**src/rtl/pipe_alu_pkg.sv**
```systemverilog
// rtl/pipe_alu_pkg.sv - shared command codes, flag bit positions and state type for pipe_alu
package pipe_alu_pkg;

  localparam logic [3:0] CMD_ADD    = 4'd0;
  localparam logic [3:0] CMD_SUB    = 4'd1;
  localparam logic [3:0] CMD_AND    = 4'd2;
  localparam logic [3:0] CMD_OR     = 4'd3;
  localparam logic [3:0] CMD_XOR    = 4'd4;
  localparam logic [3:0] CMD_NOR    = 4'd5;
  localparam logic [3:0] CMD_NOT    = 4'd6;
  localparam logic [3:0] CMD_SLL    = 4'd7;
  localparam logic [3:0] CMD_SRL    = 4'd8;
  localparam logic [3:0] CMD_SRA    = 4'd9;
  localparam logic [3:0] CMD_INC    = 4'd10;
  localparam logic [3:0] CMD_DEC    = 4'd11;
  localparam logic [3:0] CMD_POPCNT = 4'd12;
  localparam logic [3:0] CMD_SLT    = 4'd13;
  localparam logic [3:0] CMD_MUL    = 4'd14;
  localparam logic [3:0] CMD_RSVD   = 4'd15;

  // flags = {neg, zero, carry, ovf}
  localparam int FLAG_NEG   = 3;
  localparam int FLAG_ZERO  = 2;
  localparam int FLAG_CARRY = 1;
  localparam int FLAG_OVF   = 0;

  typedef enum logic [1:0] {
    ST_IDLE = 2'd0,
    ST_BUSY = 2'd1,
    ST_DONE = 2'd2
  } state_t;

endpackage

```
**src/rtl/pipe_alu_mul.sv**
```systemverilog
// rtl/pipe_alu_mul.sv - unsigned shift-add multiplier, one multiplier bit per cycle
module pipe_alu_mul #(
  parameter int N = 6
) (
  input  logic           clk,
  input  logic           rst_n,
  input  logic           start,
  input  logic [N-1:0]   a,
  input  logic [N-1:0]   b,
  output logic           done,
  output logic [2*N-1:0] product
);

  localparam int CW = $clog2(N + 1);
  localparam logic [CW-1:0] CNT_LAST = CW'(N);

  logic [CW-1:0]  cnt;
  logic           run;
  logic [2*N-1:0] mcand;
  logic [2*N-1:0] acc;
  logic [N-1:0]   mplier;

  // load operands on start, then add the shifted multiplicand for each set multiplier bit
  always_ff @(posedge clk or negedge rst_n) begin
    if (!rst_n) begin
      cnt    <= '0;
      run    <= 1'b0;
      mcand  <= '0;
      acc    <= '0;
      mplier <= '0;
    end else if (start) begin
      cnt    <= '0;
      run    <= 1'b1;
      mcand  <= {{N{1'b0}}, a};
      acc    <= '0;
      mplier <= b;
    end else if (run) begin
      if (cnt != CNT_LAST) begin
        if (mplier[0]) begin
          acc <= acc + mcand;
        end
        mcand  <= {mcand[2*N-2:0], 1'b0};
        mplier <= {1'b0, mplier[N-1:1]};
        cnt    <= cnt + 1'b1;
      end else begin
        // done is a single-cycle pulse; the parent captures the product in that cycle
        run <= 1'b0;
      end
    end
  end

  assign done    = run && (cnt == CNT_LAST);
  assign product = acc;

endmodule

```
**src/rtl/pipe_alu.sv**
```systemverilog
// rtl/pipe_alu.sv - handshaked ALU with registered results; MUL present only with PIPE_ALU_MUL_EN
module pipe_alu
  import pipe_alu_pkg::*;
#(
  parameter int N = 6
) (
  input  logic         clk,
  input  logic         rst_n,
  input  logic         in_valid,
  output logic         in_ready,
  input  logic [N-1:0] A,
  input  logic [N-1:0] B,
  input  logic [3:0]   CMD,
  output logic         out_valid,
  input  logic         out_ready,
  output logic [N-1:0] Z,
  output logic [3:0]   flags,
  output logic         err
);

  localparam logic [N-1:0] N_W = N[N-1:0];

  state_t state, state_nxt;

  logic         accept;
  logic         is_mul;
  logic         accept_single;
  logic         mul_done;
  logic [N-1:0] shamt;

  logic [N-1:0] alu_z;
  logic         alu_c;
  logic         alu_v;
  logic         alu_err;
  logic [N:0]   sum;
  logic [N:0]   diff;
  logic [N-1:0] pc;

  assign accept        = (state == ST_IDLE) && in_valid;
  assign accept_single = accept && !is_mul;
  assign shamt         = B % N_W;

`ifdef PIPE_ALU_MUL_EN
  logic [2*N-1:0] product;

  assign is_mul = (CMD == CMD_MUL);

  pipe_alu_mul #(.N(N)) u_mul (
    .clk     (clk),
    .rst_n   (rst_n),
    .start   (accept && is_mul),
    .a       (A),
    .b       (B),
    .done    (mul_done),
    .product (product)
  );
`else
  // without the multiplier CMD 14 falls into the reserved path below
  assign is_mul   = 1'b0;
  assign mul_done = 1'b0;
`endif

  // state register
  always_ff @(posedge clk or negedge rst_n) begin
    if (!rst_n) begin
      state <= ST_IDLE;
    end else begin
      state <= state_nxt;
    end
  end

  // next-state and handshake outputs
  always_comb begin
    state_nxt = state;
    in_ready  = 1'b0;
    out_valid = 1'b0;
    case (state)
      ST_IDLE: begin
        in_ready = 1'b1;
        if (in_valid) begin
          state_nxt = is_mul ? ST_BUSY : ST_DONE;
        end
      end
      ST_BUSY: begin
        if (mul_done) begin
          state_nxt = ST_DONE;
        end
      end
      ST_DONE: begin
        out_valid = 1'b1;
        if (out_ready) begin
          state_nxt = ST_IDLE;
        end
      end
      default: state_nxt = ST_IDLE;
    endcase
  end

  // single-cycle datapath computed from the live inputs, sampled only on accept
  always_comb begin
    alu_z   = '0;
    alu_c   = 1'b0;
    alu_v   = 1'b0;
    alu_err = 1'b0;
    sum     = '0;
    diff    = '0;
    pc      = '0;
    case (CMD)
      CMD_ADD: begin
        sum   = {1'b0, A} + {1'b0, B};
        alu_z = sum[N-1:0];
        alu_c = sum[N];
        alu_v = (A[N-1] == B[N-1]) && (sum[N-1] != A[N-1]);
      end
      CMD_SUB: begin
        diff  = {1'b0, A} - {1'b0, B};
        alu_z = diff[N-1:0];
        alu_c = diff[N];
        alu_v = (A[N-1] != B[N-1]) && (diff[N-1] != A[N-1]);
      end
      CMD_AND: alu_z = A & B;
      CMD_OR:  alu_z = A | B;
      CMD_XOR: alu_z = A ^ B;
      CMD_NOR: alu_z = ~(A | B);
      CMD_NOT: alu_z = ~A;
      CMD_SLL: alu_z = A << shamt;
      CMD_SRL: alu_z = A >> shamt;
      CMD_SRA: alu_z = $signed(A) >>> shamt;
      CMD_INC: begin
        sum   = {1'b0, A} + {{N{1'b0}}, 1'b1};
        alu_z = sum[N-1:0];
        alu_c = sum[N];
        alu_v = !A[N-1] && sum[N-1];
      end
      CMD_DEC: begin
        diff  = {1'b0, A} - {{N{1'b0}}, 1'b1};
        alu_z = diff[N-1:0];
        alu_c = diff[N];
        alu_v = A[N-1] && !diff[N-1];
      end
      CMD_POPCNT: begin
        for (int i = 0; i < N; i++) begin
          pc = pc + {{(N-1){1'b0}}, A[i]};
        end
        alu_z = pc;
      end
      CMD_SLT: alu_z = {{(N-1){1'b0}}, ($signed(A) < $signed(B))};
      default: begin
        // reserved code, or MUL when the multiplier is not built
        alu_z   = '0;
        alu_err = 1'b1;
      end
    endcase
  end

  // result registers: loaded on a single-cycle accept or multiplier completion, held otherwise
  always_ff @(posedge clk or negedge rst_n) begin
    if (!rst_n) begin
      Z     <= '0;
      flags <= '0;
      err   <= 1'b0;
    end else if (accept_single) begin
      Z                 <= alu_z;
      flags[FLAG_NEG]   <= alu_z[N-1];
      flags[FLAG_ZERO]  <= (alu_z == '0);
      flags[FLAG_CARRY] <= alu_c;
      flags[FLAG_OVF]   <= alu_v;
      err               <= alu_err;
    end
`ifdef PIPE_ALU_MUL_EN
    else if ((state == ST_BUSY) && mul_done) begin
      Z                 <= product[N-1:0];
      flags[FLAG_NEG]   <= product[N-1];
      flags[FLAG_ZERO]  <= (product[N-1:0] == '0);
      flags[FLAG_CARRY] <= (product[2*N-1:N] != '0);
      flags[FLAG_OVF]   <= 1'b0;
      err               <= 1'b0;
    end
`endif
  end

endmodule

```
**config.mk**
```make
export PLATFORM = sky130hd
export DESIGN_NAME = pipe_alu
export DESIGN_NICKNAME = d
export VERILOG_FILES = /design/src/rtl/pipe_alu_pkg.sv /design/src/rtl/pipe_alu_mul.sv /design/src/rtl/pipe_alu.sv
export SDC_FILE = /design/constraint.sdc
export NUM_CORES = 1
export LEC_CHECK = 0
export ABC_AREA = 1
export ABC_CLOCK_PERIOD_IN_PS = 1230
export CORE_ASPECT_RATIO = 0.5
export CORE_MARGIN = 1
export CORE_UTILIZATION = 57
export DETAILED_ROUTE_END_ITERATION = 10
export PLACE_DENSITY_LB_ADDON = 0.25
export SLEW_MARGIN = 5
export SYNTH_ARGS = -nofsm -noshare
export SYNTH_HDL_FRONTEND = slang
export SYNTH_SLANG_ARGS = --single-unit
```
**constraint.sdc**
```tcl
create_clock -name clk -period 1.23 [get_ports clk]
set_input_delay 0.246 -clock clk [delete_from_list [all_inputs] [get_ports clk]]
set_output_delay 0.246 -clock clk [all_outputs]
set_load 0.02 [all_outputs]
```
==> reports/results.txt, run 1 <==
Cts hold-fix bufs - 0
Library cells used by synthesis - 41
Commonest cells post-synth - nand2_1 (116), inv_1 (50), nand3_1 (50)
Syn_nets - 463
Error msg - [ERROR DPL-0038] Utilization greater than 100%, impossible to legalize
Initial Util - 60.55%
Synth area leaders - nand2_1 (18%), ha_1 (12%), dfrtp_1 (11%)
CTS Buf Count - 3
Synth area leader - nand2_1
# clock sinks - 11
Die Span X - 94 um
IO Pins - 33
DP Area - 3754 um^2
Stop stage - 4_1_cts
Seq/Total Area, Yosys - 11.41%
Die H - 48 um
Hpwl dp - 10,130 um
Post-CTS Setup Bufs - 27
Ys async rst share - 100.0%
Post-synth top area share - 18.05%
Synth Flop Type - dfrtp_1
Syn avg cell area - 5.827 um^2
Status - did not finish
CTS Buffer Depth - 2
Resized cells post-CTS - 170
#FFs+latches synth - 11
CTS H-tree lvls - 1
Mapped Area - 2412 um^2
Core Rows - 16
Cells after DPL - 606
PortBufs - 32
Cell count after synthesis - 414
GP Congestion - 1.134
Clock root cell - clkbuf_8
Most numerous cell in the Yosys netlist - nand2_1
Post-synth EDFFs - 0
Synth Warn # - 0
## kinds of logic after synthesis
logic type / share of synthesized area [%]
adder cells (fa/ha/maj): 16.60
XOR/XNOR: 1.089
flip-flops: 11.41
buffers and inverters: 9.803
AO/OA/AOI/OAI: 16.55
AND/OR/NAND/NOR: 44.55
## stage by stage
step,setup slack [ns],util [%],hold slack (ns)
floorplan,-1.346,-,-0.04959
detailed placement,-2.067,94.22,0.4844
global placement,-1.930,94.22,0.4657
==> run 2, diff against run 1 <==
Settings changed: CORE_ASPECT_RATIO 0.5 to default, CORE_UTILIZATION 57 to 40, PLACE_DENSITY_LB_ADDON 0.25 to 0.15.
==> run 2 against run 1 <==
Net effect:
- the flow now finishes, with violations (negative setup slack)
- synthesized area is the same
- synthesized cell count is the same
==> reports/results.txt, run 2 <==
Status - finished with violations
Violated checks - negative setup slack
CP Class - in -> reg
Die Span X - 79.66 um
Vias in the first global route - 3,221
CTS Buf Count - 3
Hpwl dp - 7460 um
Die H - 79.66 um
First-pass GRT wire length - 15,140 um
Post-synth EDFFs - 0
IO Pins - 33
Worst R2R End - Z[1]$_DFFE_PN0P_
Clk slew on worst S/H paths - 0.05 ns
Clock Skews - 0.002146 ns
Synth Warn # - 0
Seq/Total Area, Yosys - 11.41%
Post-synth top area share - 18.05%
Most common cell after layout, fill and taps aside - buf_4
Fmax - 382.6 MHz
Commonest cells post-synth - nand2_1 (116), inv_1 (50), nand3_1 (50)
Total Power - 2734 uW
Largest regs - Z: 6 flops, flags: 3 flops
Area grow syn2layout - 76.19%
Routed WL per cell - 15.10 um
Library cells used by synthesis - 41
Post-route ant nets - 0
Worst Tran Pin Value - 0.3725 ns
Core Rows - 27
CTS tree - built
CTS H-tree lvls - 1
#FFs+latches synth - 11
Register bank with the most flops - Z
Slowest-stage cell, CP - fa_1
Share of cells above drive strength 1 - 42.81%
Drt drc - 0
Final Setup Violations - 9
Final hold slack - 0.3133 ns
Rel. slew slack - 75.07%
Hold Vio Cnt, Final - 0
Final Instance Count excl. Fillers - 642
Core area - 5675 um^2
DR pass1 iterations - 5
Critical Path AT - 2.78 ns
GP Congestion - 0.9630
Global Route Usage Sum - 30.80%
Worst path required time - 1.40 ns
Number of max-cap violations - 0
Syn avg cell area - 5.827 um^2
Worst Slack Setup Final - -1.384 ns
Max-slew violations - 0
CP startpoint kind - input port
Mapped Area - 2412 um^2
Crit path cell chain - buf_6 > fa_1 > inv_1 > fa_1 > inv_2 > ha_4 > fa_2 > a32o_1 > a211oi_2 > nand3_1 > nor2_1 > nand3_1 > nand2_1
Slowest stage delay, CP - 0.52 ns
Via density - 5.307
Nets - 620
Power per cell area - 643.1 nW/um^2
Synth Flop Type - dfrtp_1
Final core utilization - 74.89%
Diodes inserted - 0
Synth area leader - nand2_1
R2R Setup Slk - 0.09 ns
PortBufs - 32
Cells after DPL - 623
Routed wire length - 9696 um
Final period util - 212.5%
Detailed Route Iter0 Violations - 241
Die area - 6346 um^2
CTS Buffer Depth - 2
RSZ-0062 raised after global routing - true
Most numerous cell in the Yosys netlist - nand2_1
VDD IR max - 0.0006948 V
Crit. End Element - register
GRT overflow - 0
Initial Util - 42.50%
Ys async rst share - 100.0%
Most frequent cells in the layout - buf_4 (117), nand2_1 (98), inv_1 (39), nor2_1 (38), nand3_1 (29)
Syn_nets - 463
Worst r2r src - state[1]$_DFFE_PN0P_
Max FFs per register - 6
FF-to-FF path depth - 7
Clk_lat worst skew - 0.23 ns
Largest net degree at the start of global routing - 13
Cell count after synthesis - 414
Vias - 3,407
Hold WC Path Type - in -> async
Clock root cell - clkbuf_8
Minimum clock period - 2.614 ns
Leakage - 0.002183 uW
# clock sinks - 11
Cts hold-fix bufs - 0
Synth area leaders - nand2_1 (18%), ha_1 (12%), dfrtp_1 (11%)
CP Max Fanout - 2
Initial antenna violation count - 0
run 2: cell counts after synthesis:
Identical to the previous run, type by type.
run 2: cell type report:
| type | instances | area, um^2 |
|---|---|---|
| clock buffer | 4 | 45.04 |
| tap | 72 | 90.09 |
| fill | 471 | 1425 |
| sequential | 11 | 275.3 |
| inverter | 57 | 245.2 |
| timing repair buffer | 156 | 1257 |
| multi-input combinational | 342 | 2337 |
run 2: per-layer routing:
layer | up-vias | global-route usage, % | wire [um]
li1 | 1697 | - | -
met1 | 1575 | 40.48 | 4370
met2 | 127 | 53.68 | 4748
met3 | 8 | 3.657 | 479
met4 | 0 | 6.000 | 97
met5 | - | 0 | 0
run 2: worst max path at each step:
| stage | start | to | depth (start not counted) |
|---|---|---|---|
| detailed placement | A[0] | flags[2]$_DFFE_PN0P_ | 13 |
| CTS | A[3] | flags[2]$_DFFE_PN0P_ | 13 |
| global route | A[3] | flags[2]$_DFFE_PN0P_ | 13 |
| global placement | A[0] | flags[2]$_DFFE_PN0P_ | 13 |
| floorplan | A[0] | flags[2]$_DFFE_PN0P_ | 12 |
| finish | A[3] | flags[2]$_DFFE_PN0P_ | 13 |
run 2: metrics by stage:
step	setup slack [ns]	cell area, um^2	TNS (ns)
final	-1.384	4250	-9.645
after global routing	-1.485	4250	-10.71
after CTS	-1.533	4033	-10.03
after detailed placement	-2.041	3769	-16.05
after global placement	-1.988	3769	-15.53
after floorplan	-1.346	2577	-8.065
run 2: worst max-delay path: cells and delay by family:
| family | cells | cell delay (ns) |
|---|---|---|
| adders and majority gates | 4 | 1.57 |
| AOI/OAI and AO/OA | 2 | 0.42 |
| and+or+nand+nor | 4 | 0.33 |
| buffers and inverters | 3 | 0.21 |
run 2: cell families (layout without fill, tap and decap cells):
logic type / count (synthesis) / count (layout) / synth area share [%]
and+or+nand+nor: 245 / 246 / 44.55
AOI/OAI and AO/OA: 64 / 64 / 16.55
adders and majority gates: 29 / 29 / 16.60
buffers and inverters: 62 / 217 / 9.803
DFF: 11 / 11 / 11.41
xor gates and xnor gates: 3 / 3 / 1.089
run 2: where the power goes:
part,switching [uW],internal [uW],leakage [uW]
clock,117,226,0.0000228
combinational,1070,848,0.00202
sequential,36.7,437,0.000138
total,1220,1510,0.00218
run 2: timing repair:
item	4_1_cts	5_1_grt
setup endpoints to repair	22	10
gates cloned	1	0
resized for setup	103	45
pin swaps	38	34
buffers inserted	8	6
Power figures use the tool's default switching activity.
==> run 3, diff against run 2 <==
Settings changed: SETUP_SLACK_MARGIN from default to 0.15.
==> run 3 against run 2 <==
Net effect:
- the flow still finishes with violations (negative setup slack)
- combinational power rose by 6%
- count of clock-buffer cells in the layout did not move
- via count rose by 5.3%
- critical path depth did not move
- hold slack improved by 0.035 ns
- non-clock buffer count rose by 14
- largest power group unchanged
- highest routed layer unchanged
==> reports/results.txt, run 3 (synthesis gave the netlist of run 2 again) <==
Status - finished with violations
Violated checks - negative setup slack
Clock root cell - clkbuf_8
GRT overflow - 0
Final Setup Violations - 9
Die area - 6346 um^2
Register bank with the most flops - Z
FF-to-FF path depth - 6
Setup crit end - flags[2]$_DFFE_PN0P_
Crit. End Element - register
Worst R2R End - Z[1]$_DFFE_PN0P_
# clock sinks - 11
Initial Util - 42.50%
CTS Buf Count - 3
Nets - 635
Most frequent cells in the layout - buf_4 (122), nand2_1 (91), nor2_1 (40), inv_1 (35), nand3_1 (29)
PortBufs - 32
Worst r2r src - state[1]$_DFFE_PN0P_
WP depth - 13
IO Pins - 33
Slowest-stage cell, CP - fa_1
Most common cell after layout, fill and taps aside - buf_4
Share of cells above drive strength 1 - 50.09%
Routed wire length - 10,470 um
Minimum clock period - 2.663 ns
Vias - 3,587
Post-route ant nets - 0
Crit path cell chain - buf_8 > fa_1 > inv_2 > fa_1 > inv_2 > ha_4 > fa_2 > a32o_1 > a211oi_2 > nand3_1 > nor2_1 > nand3_1 > nand2_1
Fmax - 375.5 MHz
Rel. slew slack - 66.80%
Met1 usage - 41.74%
Clk_lat worst skew - 0.23 ns
GP Congestion - 0.9421
Largest net degree at the start of global routing - 13
Detailed Route Iter0 Violations - 229
Total Power - 2869 uW
GRT met2 Usage - 52.05%
Worst path required time - 1.40 ns
Slowest stage delay, CP - 0.54 ns
Crit-path leading delay family - adder cells
CP startpoint kind - input port
Clk slew on worst S/H paths - 0.05 ns
CTS Buffer Depth - 2
First-pass GRT wire length - 15,100 um
Hpwl dp - 7207 um
VDD IR max - 0.0007954 V
Number of max-cap violations - 0
Diodes inserted - 0
Max-slew violations - 0
Hold WC Path Type - in -> async
RSZ-0062 raised after global routing - true
Global Route Usage Sum - 30.74%
CP Max Fanout - 2
Worst Tran Pin Value - 0.4964 ns
Area grow syn2layout - 83.97%
Max FFs per register - 6
Drt drc - 0
CP Buf/Inv Count - 3
Largest regs - Z: 6 flops, flags: 3 flops
Die Span X - 79.66 um
Routed WL per cell - 15.94 um
CTS H-tree lvls - 1
Vias in the first global route - 3,203
DR pass1 iterations - 4
Final core utilization - 78.20%
Met3 Use GR - 2.286%
Critical Path AT - 2.84 ns
CP Class - in -> reg
Leakage - 0.002264 uW
Core Rows - 27
Initial antenna violation count - 0
Hold Vio Cnt, Final - 0
Die H - 79.66 um
Power per cell area - 646.4 nW/um^2
GRT Max-Usage Layer - met2
CTS tree - built
Via density - 5.460
Worst Slack Setup Final - -1.433 ns
Core area - 5675 um^2
Clock Skews - 0.004739 ns
Final period util - 216.5%
Fillers - 418
Critical Path Start - A[0]
R2R Setup Slk - 0.15 ns
run 3: metrics by stage:
step           instance area [um^2]  setup WS, ns  instances  hold slack [ns]  TNS, ns
2_1_floorplan                  2580        -1.346        414         -0.04959   -8.044
3_3_place_gp                   3722        -1.995        615           0.4717   -15.62
3_5_place_dp                   3722        -2.073        615           0.4721   -16.13
4_1_cts                        3983        -1.519        631           0.3700   -10.11
5_1_grt                        4438        -1.557        657           0.4031   -10.74
6_report                       4438        -1.433        657           0.3487   -9.701
run 3: final cells by class:
class / instances / area (um^2) / area share, %
Clock buffer: 4 / 45.04 / 1.015
Inverter: 57 / 256.5 / 5.780
Multi-Input combinational cell: 343 / 2381 / 53.65
Sequential cell: 11 / 276.5 / 6.231
Tap cell: 72 / 90.09 / 2.030
Timing Repair Buffer: 170 / 1389 / 31.29
run 3: power breakdown:
group	switching, uW	total [uW]	internal (uW)
clock network	125	352	227
registers	40.7	479	438
logic	1120	2040	919
total	1280	2870	1580
run 3: worst min path at each step:
stage,start,endpoint,slack [ns],cells after the start
5_1_grt,rst_n,flags[0]$_DFFE_PN0P_,0.40,1
3_5_place_dp,flags[2]$_DFFE_PN0P_,flags[2]$_DFFE_PN0P_,0.47,2
4_1_cts,rst_n,Z[0]$_DFFE_PN0P_,0.37,1
3_3_place_gp,flags[1]$_DFFE_PN0P_,flags[1]$_DFFE_PN0P_,0.47,2
6_report,rst_n,Z[0]$_DFFE_PN0P_,0.35,1
2_1_floorplan,rst_n,Z[0]$_DFFE_PN0P_,-0.05,0
run 3: metal layers:
metal	part of all wire, %	routed length [um]
met1	41	4261
met2	48	5075
met3	8.1	852
met4	2.7	284
met5	0	0
run 3: repair_timing:
action | 4_1_cts | 5_1_grt
pin swaps | 47 | 64
gates cloned | 1 | 1
setup buffers | 11 | 25
endpoints found under the setup margin | 23 | 11
hold buffers | 0 | 0
resized for setup | 141 | 86
run 3: worst reg2reg max path, stage by stage (launching register included):
cell and delay (ns):
dfrtp_2 0.40, inv_2 0.07, nand2_1 0.06, inv_1 0.10
buf_4 0.16, nor2_1 0.05, a41oi_1 0.15
